===== config.mk =====
export PLATFORM = sky130hd
export DESIGN_NAME = opcode_dispatch_arbiter_flat
export DESIGN_NICKNAME = d
export VERILOG_FILES = /design/src/rtl/opcode_dispatch_arbiter_if.sv /design/src/rtl/opcode_dispatch_arbiter.sv /design/src/flat_wrapper.sv
export SDC_FILE = /design/constraint.sdc
export NUM_CORES = 1
export LEC_CHECK = 0
export CORE_ASPECT_RATIO = 1.4
export CORE_UTILIZATION = 46
export CTS_BUF_LIST = sky130_fd_sc_hd__clkbuf_4 sky130_fd_sc_hd__clkbuf_8
export CTS_CLUSTER_SIZE = 24
export DETAILED_ROUTE_END_ITERATION = 8
export HOLD_SLACK_MARGIN = 0.03
export PLACE_DENSITY_LB_ADDON = 0.2
export SYNTH_ARGS = -nofsm -noshare
export SYNTH_HDL_FRONTEND = slang
export SYNTH_SLANG_ARGS = --single-unit

===== constraint.sdc =====
create_clock -name clk -period 3.35 [get_ports clk]
set_clock_uncertainty 0.05 [all_clocks]
set_input_delay 0.67 -clock clk [delete_from_list [all_inputs] [get_ports clk]]
set_output_delay 0.67 -clock clk [all_outputs]
set_load 0.01 [all_outputs]

===== src/rtl/opcode_dispatch_arbiter_if.sv =====
// Request/response bundle between opcode sources, the dispatch arbiter
// and the downstream classifier consumer. The arbiter takes the slave
// modport; the master modport is the mirror view used by the sources and
// the consumer.
interface opcode_dispatch_arbiter_if #(
  parameter int unsigned NREQ = 4,
  parameter int unsigned OPW  = 8,
  parameter int unsigned CW   = 8
);
  localparam int unsigned SW = (NREQ > 1) ? $clog2(NREQ) : 1;

  logic [NREQ-1:0]     req_valid;
  logic [NREQ*OPW-1:0] req_opcode;
  logic [NREQ-1:0]     req_ready;

  logic                out_valid;
  logic                out_ready;
  logic [OPW-1:0]      out_opcode;
  logic                out_type;
  logic [SW-1:0]       out_src;

  logic                err_pulse;
  logic                err_sticky;
  logic [CW-1:0]       err_count;
  logic                err_clear;

  modport master (
    output req_valid, req_opcode, out_ready, err_clear,
    input  req_ready, out_valid, out_opcode, out_type, out_src,
           err_pulse, err_sticky, err_count
  );

  modport slave (
    input  req_valid, req_opcode, out_ready, err_clear,
    output req_ready, out_valid, out_opcode, out_type, out_src,
           err_pulse, err_sticky, err_count
  );
endinterface


===== src/rtl/opcode_dispatch_arbiter.sv =====
// Round-robin dispatch arbiter for a shared opcode classifier.
// Grants one requester per cycle into a single registered output slot,
// classifies legal opcodes (< 64) by bit 5, and drops/counts illegal ones.
// Optional build macro: OPCODE_DISPATCH_DEFERRED_ASSERT_EN adds deferred
// immediate assertions on the handshake and output invariants.
module opcode_dispatch_arbiter #(
  parameter int unsigned NREQ = 4,
  parameter int unsigned OPW  = 8,
  parameter int unsigned CW   = 8
) (
  input  logic clk,
  input  logic rst_n,
  opcode_dispatch_arbiter_if.slave bus
);
  localparam int unsigned SW = (NREQ > 1) ? $clog2(NREQ) : 1;

  logic [SW-1:0]   rr_ptr;
  logic            free_c;
  logic            found_c;
  logic [SW-1:0]   gnt_idx_c;
  logic [OPW-1:0]  gnt_opcode_c;
  logic            gnt_illegal_c;
  logic            accept_c;
  int unsigned     scan_idx;

  // Find the first valid requester at or after the RR pointer, with wrap.
  always_comb begin
    found_c   = 1'b0;
    gnt_idx_c = '0;
    scan_idx  = 0;
    for (int unsigned k = 0; k < NREQ; k++) begin
      scan_idx = (int'(rr_ptr) + k) % NREQ;
      if (!found_c && bus.req_valid[scan_idx]) begin
        found_c   = 1'b1;
        gnt_idx_c = SW'(scan_idx);
      end
    end
  end

  // Slot availability, grant vector and classification of the granted opcode.
  always_comb begin
    free_c        = !bus.out_valid || bus.out_ready;
    accept_c      = rst_n && free_c && found_c;
    bus.req_ready = '0;
    if (accept_c) begin
      bus.req_ready[gnt_idx_c] = 1'b1;
    end
    gnt_opcode_c  = bus.req_opcode[int'(gnt_idx_c)*OPW +: OPW];
    gnt_illegal_c = |gnt_opcode_c[OPW-1:6];
  end

  // Output slot, RR pointer and error bookkeeping.
  always_ff @(posedge clk) begin
    if (!rst_n) begin
      rr_ptr         <= '0;
      bus.out_valid  <= 1'b0;
      bus.out_opcode <= '0;
      bus.out_type   <= 1'b0;
      bus.out_src    <= '0;
      bus.err_pulse  <= 1'b0;
      bus.err_sticky <= 1'b0;
      bus.err_count  <= '0;
    end else begin
      bus.err_pulse <= accept_c && gnt_illegal_c;

      if (accept_c) begin
        rr_ptr <= (gnt_idx_c == SW'(NREQ - 1)) ? '0 : gnt_idx_c + SW'(1);
      end

      if (accept_c && !gnt_illegal_c) begin
        bus.out_valid  <= 1'b1;
        bus.out_opcode <= gnt_opcode_c;
        bus.out_type   <= gnt_opcode_c[5];
        bus.out_src    <= gnt_idx_c;
      end else if (bus.out_ready) begin
        // Illegal accepts also land here: the slot was free, so it empties.
        bus.out_valid <= 1'b0;
      end

      // A clear coinciding with an illegal accept clears first, then records.
      if (accept_c && gnt_illegal_c) begin
        bus.err_sticky <= 1'b1;
        if (bus.err_clear) begin
          bus.err_count <= CW'(1);
        end else if (bus.err_count != '1) begin
          bus.err_count <= bus.err_count + CW'(1);
        end
      end else if (bus.err_clear) begin
        bus.err_sticky <= 1'b0;
        bus.err_count  <= '0;
      end
    end
  end

`ifdef OPCODE_DISPATCH_DEFERRED_ASSERT_EN
  // Deferred checks so that intra-timestep glitches never report.
  always_comb begin
    a_ready_onehot: assert #0 ($onehot0(bus.req_ready))
      else $error("req_ready not one-hot-or-zero: %b", bus.req_ready);
    a_ready_valid: assert #0 ((bus.req_ready & ~bus.req_valid) == '0)
      else $error("req_ready without req_valid: ready %b valid %b", bus.req_ready, bus.req_valid);
    a_out_legal: assert #0 (!bus.out_valid || (bus.out_opcode[OPW-1:6] == '0))
      else $error("illegal opcode on output: %0d", bus.out_opcode);
    a_out_type: assert #0 (!bus.out_valid || (bus.out_type == bus.out_opcode[5]))
      else $error("out_type mismatch for opcode %0d", bus.out_opcode);
    a_opcode_err: assert #0 (!(accept_c && gnt_illegal_c))
      else $error("Opcode error from src %0d, opcode %0d", gnt_idx_c, gnt_opcode_c);
  end
`endif

endmodule


===== src/flat_wrapper.sv =====
// flat-port wrapper written by rule: the top's interface ports become plain ports
module opcode_dispatch_arbiter_flat 
#(
  parameter int unsigned NREQ = 4,
  parameter int unsigned OPW  = 8,
  parameter int unsigned CW   = 8
)
  (clk, rst_n, bus_req_valid, bus_req_opcode, bus_out_ready, bus_err_clear, bus_req_ready, bus_out_valid, bus_out_opcode, bus_out_type, bus_out_src, bus_err_pulse, bus_err_sticky, bus_err_count);
  opcode_dispatch_arbiter_if #(.NREQ(NREQ), .OPW(OPW), .CW(CW)) bus_i ();
  input  logic clk;
  input  logic rst_n;
  input wire logic [$bits(bus_i.req_valid)-1:0] bus_req_valid;
  input wire logic [$bits(bus_i.req_opcode)-1:0] bus_req_opcode;
  input wire logic [$bits(bus_i.out_ready)-1:0] bus_out_ready;
  input wire logic [$bits(bus_i.err_clear)-1:0] bus_err_clear;
  output wire logic [$bits(bus_i.req_ready)-1:0] bus_req_ready;
  output wire logic [$bits(bus_i.out_valid)-1:0] bus_out_valid;
  output wire logic [$bits(bus_i.out_opcode)-1:0] bus_out_opcode;
  output wire logic [$bits(bus_i.out_type)-1:0] bus_out_type;
  output wire logic [$bits(bus_i.out_src)-1:0] bus_out_src;
  output wire logic [$bits(bus_i.err_pulse)-1:0] bus_err_pulse;
  output wire logic [$bits(bus_i.err_sticky)-1:0] bus_err_sticky;
  output wire logic [$bits(bus_i.err_count)-1:0] bus_err_count;
  assign bus_i.req_valid = bus_req_valid;
  assign bus_i.req_opcode = bus_req_opcode;
  assign bus_i.out_ready = bus_out_ready;
  assign bus_i.err_clear = bus_err_clear;
  assign bus_req_ready = bus_i.req_ready;
  assign bus_out_valid = bus_i.out_valid;
  assign bus_out_opcode = bus_i.out_opcode;
  assign bus_out_type = bus_i.out_type;
  assign bus_out_src = bus_i.out_src;
  assign bus_err_pulse = bus_i.err_pulse;
  assign bus_err_sticky = bus_i.err_sticky;
  assign bus_err_count = bus_i.err_count;
  opcode_dispatch_arbiter #(.NREQ(NREQ), .OPW(OPW), .CW(CW)) u_core (.clk(clk), .rst_n(rst_n), .bus(bus_i));
endmodule

==> results by group <==
Outcome
  – Status: completed

Clock tree
  – Cts hold-fix bufs: 0
  – Clk Latency, worst-skew pair: 260 ps
  – # clock sinks: 23
  – Inserted Clock Buffers: 3
  – Root Driver: clkbuf_8
  – Clock slew at reported path FFs: 90 ps
  – CTS tree: done
  – Maximum clock insertion buffer count: 2
  – Post-CTS setup buffer count: 0
  – # H-tree levels: 1

Detailed routing
  – Avg WL per Cell: 14.43 µm
  – Met3 wire len: 142 µm
  – Number of remaining DRC errors: 0
  – Antenna Nets Post-Route: 0
  – Routed vias: 1453
  – Vias/cell: 5.483
  – DR top layer: met4
  – DRT iter0 DRCs: 19
  – First-pass DRT Iterations: 6
  – Routed met2 length: 2211 µm
  – Post-Route WL: 3823 µm
  – M1 wire length: 1393 µm

Global route
  – Initial antenna violation count: 0
  – Gr ovfl total: 0
  – First-pass GRT wire length: 6361 µm
  – Largest net degree at the start of global routing: 18
  – Tot GR Track Use: 24.44%
  – Vias in the first global route: 1505

Power and ir drop
  – Internal power: 0.0006693 W
  – Sequential fraction of design power: 33.4%
  – Clock network power share: 17.2%
  – Power share of the combinational group: 49.4%
  – Leak pwr: 0.9874 nW
  – Switching power: 0.0003531 W
  – Net Sw Frac: 34.53%
  – Max VDD drop: 0.3073 mV
  – Pwr Total: 0.001022 W
  – Power per Cell Area: 458.3 nW/µm²

Logic synthesis
  – Cell variety after synth: 43
  – Post-Synthesis Cells: 151
  – Yosys reg bits: 23
  – Avg Cell Area, Syn: 9.446 µm²
  – Main synth FF type: dfxtp_1
  – Number of synthesized flops with an enable pin: 0
  – Yosys warns: 0
  – Async set-reset flop share out of synthesis: 0%
  – Syn nets: 196
  – Seq/Total Area, Yosys: 32.28%
  – Post-synth top area share: 32.28%
  – Top cell type by total area after synthesis: dfxtp_1
  – Cell Area, Synth: 1426 µm²
  – Top post-synthesis cells by area: dfxtp_1 32%, mux2i_1 20%, nor2b_1 4.8%

Placement
  – Placed insts: 261
  – DP HPWL: 3106 µm
  – Port Buffers: 65
  – Placer Congestion: 0.8431

Critical path
  – CP bufs+invs: 3
  – Crit Reg-Reg Endpoint: u_core.bus.err_count[3]$_SDFFE_PN0P_
  – Reg2reg path depth: 9
  – Critical Path, Cell by Cell: clkdlybuf4s50_1, nor2b_1, a311oi_2, nor2_2, inv_1, ha_1, and2_1, dlygate4sd2_1
  – CP Launch Type: primary input
  – Delay-heaviest family, CP: buffers and inverters
  – Delay of the slowest critical-path stage: 520 ps
  – Crit path max-delay cell type: clkdlybuf4s50_1
  – Crit end category: primary output
  – Reg2reg setup slack: 990 ps
  – Required time worst endpoint: 2630 ps
  – Worst path arrival time: 2460 ps
  – WS Path Type: primary input to primary output
  – Crit path max fanout: 5
  – RR Startpoint: u_core.rr_ptr[1]$_SDFFE_PN0P_

Die
  – Core area: 2907 µm²
  – Die ar.: 3330 µm²
  – Die W: 49.06 µm
  – Boundary Pins: 66
  – Die Ht: 67.89 µm
  – Row count: 23
  – Initial core utilization: 49.07%

Layout
  – Nets: 274
  – Fill count: 211
  – Antenna cells: 0
  – Layout cells sized above 1: 14.91%
  – Multi-input logic area: 907.1 µm²
  – Commonest non-fill, non-tap cell in the layout: clkdlybuf4s50_1
  – Area growth syn-to-layout: 56.40%
  – Register area: 460.4 µm²
  – Most frequent cells in the layout: 61 x clkdlybuf4s50_1, 28 x mux2i_1, 23 x dfxtp_1, 13 x buf_4, 11 x nor2b_1
  – Fin util: 76.75%
  – Final non-filler cell total: 265

Timing
  – Relative slew slack: 68.51%
  – Tightest Pin Transition: 467.4 ps
  – Final setup viols: 0
  – Max Slew Vio Count: 0
  – Max frequency: 314.6 MHz
  – Unrepaired setup endpoints after global routing: false
  – Final Hold Viols: 0
  – Period utilization: 94.90%
  – Fin crit period: 3179 ps

Min path
  – Hold Path Depth: 1
  – Worst hold path type: flip-flop to flip-flop
  – WHS Endpoint: u_core.bus.err_sticky$_SDFFE_PN0P_
  – Worst hold path startpoint: u_core.bus.err_sticky$_SDFFE_PN0P_

Run
  – Max cap viols: 0
-- per-stage QoR --
| stage | setup TNS (ps) | setup slack, ps | hold WS [ps] | cell area [µm²] |
|---|---|---|---|---|
| after detailed placement | -164.8 | -70.87 | 397.9 | 2183 |
| after global routing | 0 | 103.0 | 437.8 | 2231 |
| after floorplan | 0 | 657.0 | 422.2 | 1426 |
| after global placement | 0 | 4.768 | 394.1 | 2183 |
| final | 0 | 170.9 | 416.3 | 2231 |
| after CTS | 0 | 15.78 | 418.1 | 2228 |
-- worst register-to-register path, stage by stage (launching register included) --
cell      delay [ps]
dfxtp_1          440
mux2i_1          210
nor2_1            60
or3_4            420
clkinv_2          90
buf_4            160
nand3b_4         110
a21oi_4          350
a31oi_1          140
a41o_2           240
-- synth_stat cells (4+ instances only) --
cell type and n:
ha_1 5, inv_1 5, a21oi_1 5, nor2_1 10
o21ai_0 5, and2_1 4, nor2b_1 11, nand2_1 10
mux2i_1 28, dfxtp_1 23
-- metal layers --
metal,track usage (%),vias to the layer above
met2,51.88,59
met5,0,-
met4,10.29,0
met1,23.61,685
li1,-,699
met3,2.000,10
-- cell type report --
| class | count | share of cell area [%] |
|---|---|---|
| Clock inverter | 1 | 0.2243 |
| Timing Repair Buffer | 78 | 33.48 |
| Multi-Input combinational cell | 117 | 40.66 |
| Tap cell | 37 | 2.075 |
| Sequential cell | 23 | 20.64 |
| Clock buffer | 3 | 1.851 |
| Inverter | 6 | 1.066 |
-- power groups by stage --
stage	clock, W	sequential (W)	combinational [W]
after floorplan	0	0.000355	0.000284
after global placement	0	0.000345	0.000492
after detailed placement	0	0.000346	0.000508
after CTS	0.000176	0.000341	0.000509
after global routing	0.000188	0.000347	0.000549
final	0.000175	0.000341	0.000505
-- registers in the layout (all words and copies together) (netlist names) --
signal and count:
u_core.bus.out_opcode 8, u_core.rr_ptr 2, u_core.bus.out_valid 1, u_core.bus.err_pulse 1, u_core.bus.out_src 2, u_core.bus.err_count 8
u_core.bus.err_sticky 1
-- how the worst max path moves through the flow --
stage / to / cells past startpoint / slack (ps) / from
2_1_floorplan: bus_req_ready[0] / 7 / 660 / bus_req_valid[2]
3_3_place_gp: bus_req_ready[0] / 8 / 5 / bus_req_valid[0]
3_5_place_dp: bus_req_ready[1] / 8 / -70 / bus_req_valid[2]
4_1_cts: bus_req_ready[2] / 6 / 20 / bus_req_valid[2]
5_1_grt: bus_req_ready[1] / 8 / 100 / bus_req_valid[2]
6_report: bus_req_ready[1] / 8 / 170 / bus_req_valid[2]
-- kinds of logic (layout without fill, tap and decap cells) --
| group | count (synthesis) | count (layout) | share of synthesized area [%] |
|---|---|---|---|
| adder cells (fa/ha/maj) | 5 | 5 | 4.386 |
| AO/OA/AOI/OAI | 27 | 27 | 14.82 |
| multiplexers | 28 | 28 | 19.65 |
| buffers and inverters | 11 | 88 | 4.298 |
| flip-flops | 23 | 23 | 32.28 |
| AND/OR/NAND/NOR | 57 | 57 | 24.56 |
-- repair_timing --
action | in CTS | in global routing
pin swaps | 1 | 0
gates resized for setup | 4 | 1
endpoints found under the setup margin | 4 | 1
No activity file was read; power rests on OpenSTA's default activity.
